`config.mk`:
```
export PLATFORM = sky130hd
export DESIGN_NAME = lzw_stream_encoder
export DESIGN_NICKNAME = d
export VERILOG_FILES = /design/src/rtl/lzw_stream_encoder.sv
export SDC_FILE = /design/constraint.sdc
export NUM_CORES = 2
export LEC_CHECK = 0
export CAP_MARGIN = 30
export CELL_PAD_IN_SITES_DETAIL_PLACEMENT = 1
export CELL_PAD_IN_SITES_GLOBAL_PLACEMENT = 2
export CORE_MARGIN = 2
export CORE_UTILIZATION = 44
export DETAILED_ROUTE_END_ITERATION = 8
export GPL_ROUTABILITY_DRIVEN = 0
export PLACE_DENSITY = 0.67
export SLEW_MARGIN = 25
export SYNTH_ARGS = -nofsm -noshare
export SYNTH_HDL_FRONTEND = slang
export SYNTH_MEMORY_MAX_BITS = 65536
export SYNTH_SLANG_ARGS = --single-unit
export TNS_END_PERCENT = 100
```
`constraint.sdc`:
```
create_clock -name clk -period 12 [get_ports clk]
set_input_delay 2.4 -clock clk [delete_from_list [all_inputs] [get_ports clk]]
set_output_delay 2.4 -clock clk [all_outputs]
set_load 0.02 [all_outputs]
```
`src/rtl/lzw_stream_encoder.sv`:
```
// rtl/lzw_stream_encoder.sv - streaming LZW encoder with valid/ready symbol input and fixed-width code output
module lzw_stream_encoder #(
    parameter int DATA_WIDTH    = 8,
    parameter int CODE_WIDTH    = 9,
    parameter bit RESET_ON_FULL = 1'b1
) (
    input  logic                  clk,
    input  logic                  rst_n,
    input  logic                  cs,
    input  logic                  in_valid,
    output logic                  in_ready,
    input  logic [DATA_WIDTH-1:0] in_data,
    input  logic                  in_last,
    output logic                  out_valid,
    input  logic                  out_ready,
    output logic [CODE_WIDTH-1:0] out_code,
    output logic                  out_last,
    output logic                  busy,
    output logic [CODE_WIDTH-1:0] dict_count
);
    localparam int CLEAR_CODE = 2 ** DATA_WIDTH;
    localparam int FIRST_CODE = CLEAR_CODE + 1;
    localparam int MAX_CODE   = 2 ** CODE_WIDTH - 1;
    localparam int DICT_SIZE  = 2 ** CODE_WIDTH - FIRST_CODE;
    localparam int IDX_W      = $clog2(DICT_SIZE);
    localparam int ENTRY_W    = CODE_WIDTH + DATA_WIDTH;

    localparam logic [CODE_WIDTH:0]   FIRST_N = FIRST_CODE[CODE_WIDTH:0];
    localparam logic [CODE_WIDTH:0]   MAX_N   = MAX_CODE[CODE_WIDTH:0];
    localparam logic [CODE_WIDTH:0]   ONE_N   = {{CODE_WIDTH{1'b0}}, 1'b1};
    localparam logic [CODE_WIDTH-1:0] CLEAR_W = CLEAR_CODE[CODE_WIDTH-1:0];

    typedef enum logic [2:0] {
        S_IDLE,
        S_FETCH,
        S_SEARCH,
        S_EMIT,
        S_EMIT_LAST,
        S_CLEAR
    } state_t;

    state_t state, state_nx;

    logic [CODE_WIDTH-1:0] w;
    logic [DATA_WIDTH-1:0] c;
    logic                  c_last;
    logic [CODE_WIDTH:0]   idx;
    logic [CODE_WIDTH:0]   next_code;
    logic [ENTRY_W-1:0]    dict [DICT_SIZE];

    logic [IDX_W-1:0] rd_off;
    logic [IDX_W-1:0] wr_off;
    logic             in_hs;
    logic             out_hs;
    logic             miss;
    logic             hit;
    logic             can_insert;
    logic             becomes_full;

    assign in_ready   = (state == S_FETCH) || (state == S_IDLE && cs);
    assign out_valid  = (state == S_EMIT) || (state == S_EMIT_LAST) || (state == S_CLEAR);
    assign out_last   = (state == S_EMIT_LAST);
    assign out_code   = (state == S_CLEAR) ? CLEAR_W : (out_valid ? w : '0);
    assign busy       = (state != S_IDLE);
    assign dict_count = CODE_WIDTH'(next_code - FIRST_N);

    assign in_hs        = in_valid && in_ready;
    assign out_hs       = out_valid && out_ready;
    assign rd_off       = IDX_W'(idx - FIRST_N);
    assign wr_off       = IDX_W'(next_code - FIRST_N);
    // Entries at or beyond next_code are stale, so the scan stops there.
    assign miss         = (idx == next_code);
    assign hit          = (state == S_SEARCH) && !miss && (dict[rd_off] == {w, c});
    assign can_insert   = (next_code <= MAX_N);
    assign becomes_full = (next_code == MAX_N);

    always_ff @(posedge clk) begin
        if (!rst_n) begin
            state <= S_IDLE;
        end else begin
            state <= state_nx;
        end
    end

    always_comb begin
        state_nx = state;
        case (state)
            S_IDLE: begin
                if (in_hs) state_nx = in_last ? S_EMIT_LAST : S_FETCH;
            end
            S_FETCH: begin
                if (in_hs) state_nx = S_SEARCH;
            end
            S_SEARCH: begin
                if (miss) state_nx = S_EMIT;
                else if (hit) state_nx = c_last ? S_EMIT_LAST : S_FETCH;
            end
            S_EMIT: begin
                if (out_hs) begin
                    if (RESET_ON_FULL && becomes_full) state_nx = S_CLEAR;
                    else state_nx = c_last ? S_EMIT_LAST : S_FETCH;
                end
            end
            S_CLEAR: begin
                if (out_hs) state_nx = c_last ? S_EMIT_LAST : S_FETCH;
            end
            S_EMIT_LAST: begin
                if (out_hs) state_nx = S_IDLE;
            end
            default: state_nx = S_IDLE;
        endcase
    end

    always_ff @(posedge clk) begin
        if (!rst_n) begin
            w         <= '0;
            c         <= '0;
            c_last    <= 1'b0;
            idx       <= '0;
            next_code <= FIRST_N;
        end else begin
            case (state)
                S_IDLE: begin
                    if (in_hs) w <= CODE_WIDTH'(in_data);
                end
                S_FETCH: begin
                    if (in_hs) begin
                        c      <= in_data;
                        c_last <= in_last;
                        idx    <= FIRST_N;
                    end
                end
                S_SEARCH: begin
                    if (hit) w <= idx[CODE_WIDTH-1:0];
                    else if (!miss) idx <= idx + ONE_N;
                end
                S_EMIT: begin
                    if (out_hs) begin
                        if (can_insert) next_code <= next_code + ONE_N;
                        w <= CODE_WIDTH'(c);
                    end
                end
                S_CLEAR, S_EMIT_LAST: begin
                    if (out_hs) next_code <= FIRST_N;
                end
                default: ;
            endcase
        end
    end

    // Contents need no reset: validity comes from next_code alone.
    always_ff @(posedge clk) begin
        if (state == S_EMIT && out_hs && can_insert) begin
            dict[wr_off] <= {w, c};
        end
    end
endmodule

```
==> impl_metrics.yaml <==
clock_tree:
  cts-root-buf: "clkbuf_16"
  clock_latency_ns: 0.98
  cts_tree: "yes"
  numCtsBuffers: 457
  cts_resized: 0
  htree_levels: 5
  numClockSinks: 4376
  clockBufferDepth: 4
  cts_setup_buffers: 0
  clk_pin_slew_ns: 0.06
  holdBufCountCts: 0
die:
  ioPinCount: 36
  rows: 228
  coreArea_mm2: 0.3854
  fp.dieH_um: 626.1
  dieArea_mm2: 0.3920
  start_util: 0.4419
  fp.dieW_um: 626.1
synth:
  syn_inst: 7893
  syn_avg_cell_area_um2: 21.58
  syn_area_mm2: 0.1703
  synth-async-reset-ratio: 0
  synth_edf_count: 4335
  synth.net_count: 7915
  synth.distinct_cells: 87
  ys_seq_elements: 4376
  ys_seq_area_frac: 0.7692
  synth_ff_type: "edfxtp_1"
  yosys_warnings: 0
timing:
  fin_hold_ws_ns: 0.5158
  fin_crit_ns: 7.691
  final_min_period_over_clock_period: 0.6409
  max-slew-margin-rel: 0.1852
  rsz0062_at_grt: "false"
  tns_ns: 0
  fmax_mhz: 130.0
  worst_pin_slew_ns: 1.222
  setup_violations: 0
  hold_violations: 0
  drv_slew: 0
  fin_skew_ns: 0.05076
global_route:
  antenna_found_initial: 32
  grt_usage: 0.2657
  grt_pass1_vias: 89130
  grt_max_degree: 129
  grt_pass1_wl_mm: 726.3
  grt_overflow: 0
worst_setup_path:
  critPathRequiredTime_ns: 12.88
  crit_fanout: 42
  critPathKind: "reg2reg"
  endpoint_kind: "register"
  crit_arrival_ns: 8.57
  cp-start-kind: "register"
routing:
  drt-total-wl_mm: 519.9
  drt_pass1_iterations: 6
  ant_nets: 0
  dr.first_iter.drc_count: 11130
  drc: 0
  wl_per_cell_um: 37.27
  avgViaCountPerCell: 6.174
  vias: 86130
power_and_ir_drop:
  p_per_area_mw_per_mm2: 176.1
  irDropWorstVdd_v: 0.0001416
  leakagePower_nw: 58.31
  power_mw: 34.13
finish:
  area_growth_pct: 13.81
  final_nets: 8406
  drive_above_1_share: 0.2861
  fin_util: 0.5029
placed_design:
  dp.final_hpwl_mm: 312.6
  port_buffers: 35
run:
  maxCapViolations: 0
worst_hold_path:
  min_path_type: "reg2reg"
run_status:
  status: "completed"
[routing by layer]
layer,global-route usage,vias to the layer above,wire length [µm]
met5,0,-,95
met4,0.09101,14,20300
met3,0.04747,783,41170
met2,0.4238,3762,247500
met1,0.3714,47490,210800
li1,-,34090,-
[placed cells by master, fill, tap and decap left out, types with 13 or more instances in the layout]
cell type,n
nand4_1,60
a211o_1,13
xnor2_1,25
clkbuf_16,461
a21oi_1,74
a32oi_1,47
a22oi_1,35
nand3_1,166
nor2_1,159
xor2_1,13
buf_4,421
nor3_1,16
and2_1,16
o21ai_0,57
o211ai_1,28
a221oi_1,15
dfxtp_4,19
clkbuf_1,99
o2111ai_1,26
inv_1,15
o22ai_1,21
edfxtp_1,4335
nor2_2,151
bufinv_16,37
a31oi_1,36
a211oi_1,16
clkdlybuf4s50_1,35
diode_2,13
clkinv_2,78
nand2_1,490
clkinv_1,116
mux2i_1,164
nor2_4,43
buf_12,16
dfxtp_1,22
mux4_2,1129
and3_1,34
[cells by family after synthesis]
logic type	Yosys count	synth area share
compound gates	476	0.02040
xor+xnor	44	0.002417
simple gates	1207	0.03076
buf+inv	480	0.01706
flops	4376	0.7692
fa+ha+maj	8	0.0005878
mux	1302	0.1595
[layout make-up]
cell class              count  area (µm²)
fillers                 33820      191600
flip-flops and latches   4376      131100
multi-input cells        3037       37460
clock buffers             564       11960
well taps                5175        6475
repair buffers            495        4243
clock inverters           273        2500
inverters                  17       66.31
diodes                     13       32.53
[per-stage QoR]
| step | worst slack (ns) | cell area [µm²] | cells |
|---|---|---|---|
| after detailed placement | 4.356 | 178900 | 13080 |
| after global routing | 4.195 | 193800 | 13940 |
| after floorplan | 5.585 | 170300 | 7893 |
| final | 4.309 | 193800 | 13950 |
| after CTS | 4.312 | 193400 | 13920 |
| after global placement | 4.107 | 178500 | 13060 |
[cells in the mapped netlist, types with 6 or more instances]
| library cell | n | area (µm²) |
|---|---|---|
| a2111oi_0 | 6 | 52.55 |
| a211o_1 | 13 | 113.9 |
| a211oi_1 | 19 | 142.6 |
| a21oi_1 | 78 | 390.4 |
| a221oi_1 | 16 | 140.1 |
| a22o_1 | 7 | 61.31 |
| a22oi_1 | 36 | 270.3 |
| a311oi_1 | 10 | 87.58 |
| a31oi_1 | 37 | 231.5 |
| a32o_1 | 9 | 90.09 |
| a32oi_1 | 47 | 411.6 |
| and2_1 | 16 | 100.1 |
| and3_1 | 34 | 212.7 |
| buf_1 | 26 | 97.59 |
| buf_2 | 113 | 565.5 |
| buf_4 | 91 | 683.2 |
| buf_6 | 71 | 799.5 |
| clkbuf_1 | 156 | 585.6 |
| dfxtp_1 | 41 | 820.8 |
| edfxtp_1 | 4335 | 130200 |
| ha_1 | 8 | 100.1 |
| inv_1 | 16 | 60.06 |
| mux2_2 | 9 | 101.4 |
| mux2i_1 | 164 | 1642 |
| mux4_2 | 1129 | 25430 |
| nand2_1 | 509 | 1911 |
| nand2b_1 | 10 | 62.56 |
| nand3_1 | 166 | 830.8 |
| nand4_1 | 60 | 375.4 |
| nor2_1 | 351 | 1318 |
| nor3_1 | 18 | 90.09 |
| nor4_1 | 8 | 50.05 |
| o2111ai_1 | 27 | 236.5 |
| o211ai_1 | 28 | 210.2 |
| o21ai_0 | 57 | 285.3 |
| o21ai_1 | 8 | 40.04 |
| o22ai_1 | 23 | 143.9 |
| or3_1 | 7 | 43.79 |
| xnor2_1 | 29 | 254.0 |
| xor2_1 | 13 | 113.9 |
[state kept, by name, indices dropped and copies added (netlist names)]
name,flops
dict,4335
idx,10
next_code,10
w,9
c,8
state,3
c_last,1
[critical path, cell delays in order, from the launching register on]
cell and delay (ns):
dfxtp_4 0.68, inv_4 0.31, ha_4 0.34, xor2_4 0.73
buf_4 0.58, buf_4 0.70, mux4_2 0.60, mux2i_1 0.19
a32oi_1 0.14, a31oi_1 0.81, and4_1 0.51, nor3_1 0.08
nand4b_1 0.21, or4_4 0.62, o31ai_4 0.58, nand2_1 0.15
a21oi_1 0.21
[power breakdown]
part / internal, mW / switching, mW / total, mW
logic: 1.12 / 2.21 / 3.33
clock network: 7.86 / 6.00 / 13.9
registers: 16.9 / 0.0599 / 16.9
total: 25.9 / 8.27 / 34.1
[worst paths after layout]
check / startpoint / end / slack [ns] / cells after the start
hold reg to reg: c_last / c_last / 0.52 / 2
setup reg to reg: idx[0] / idx[1] / 4.31 / 16
setup / recovery: idx[0] / idx[1] / 4.31 / 16
hold / removal: c_last / c_last / 0.52 / 2
Power figures use the tool's default switching activity.
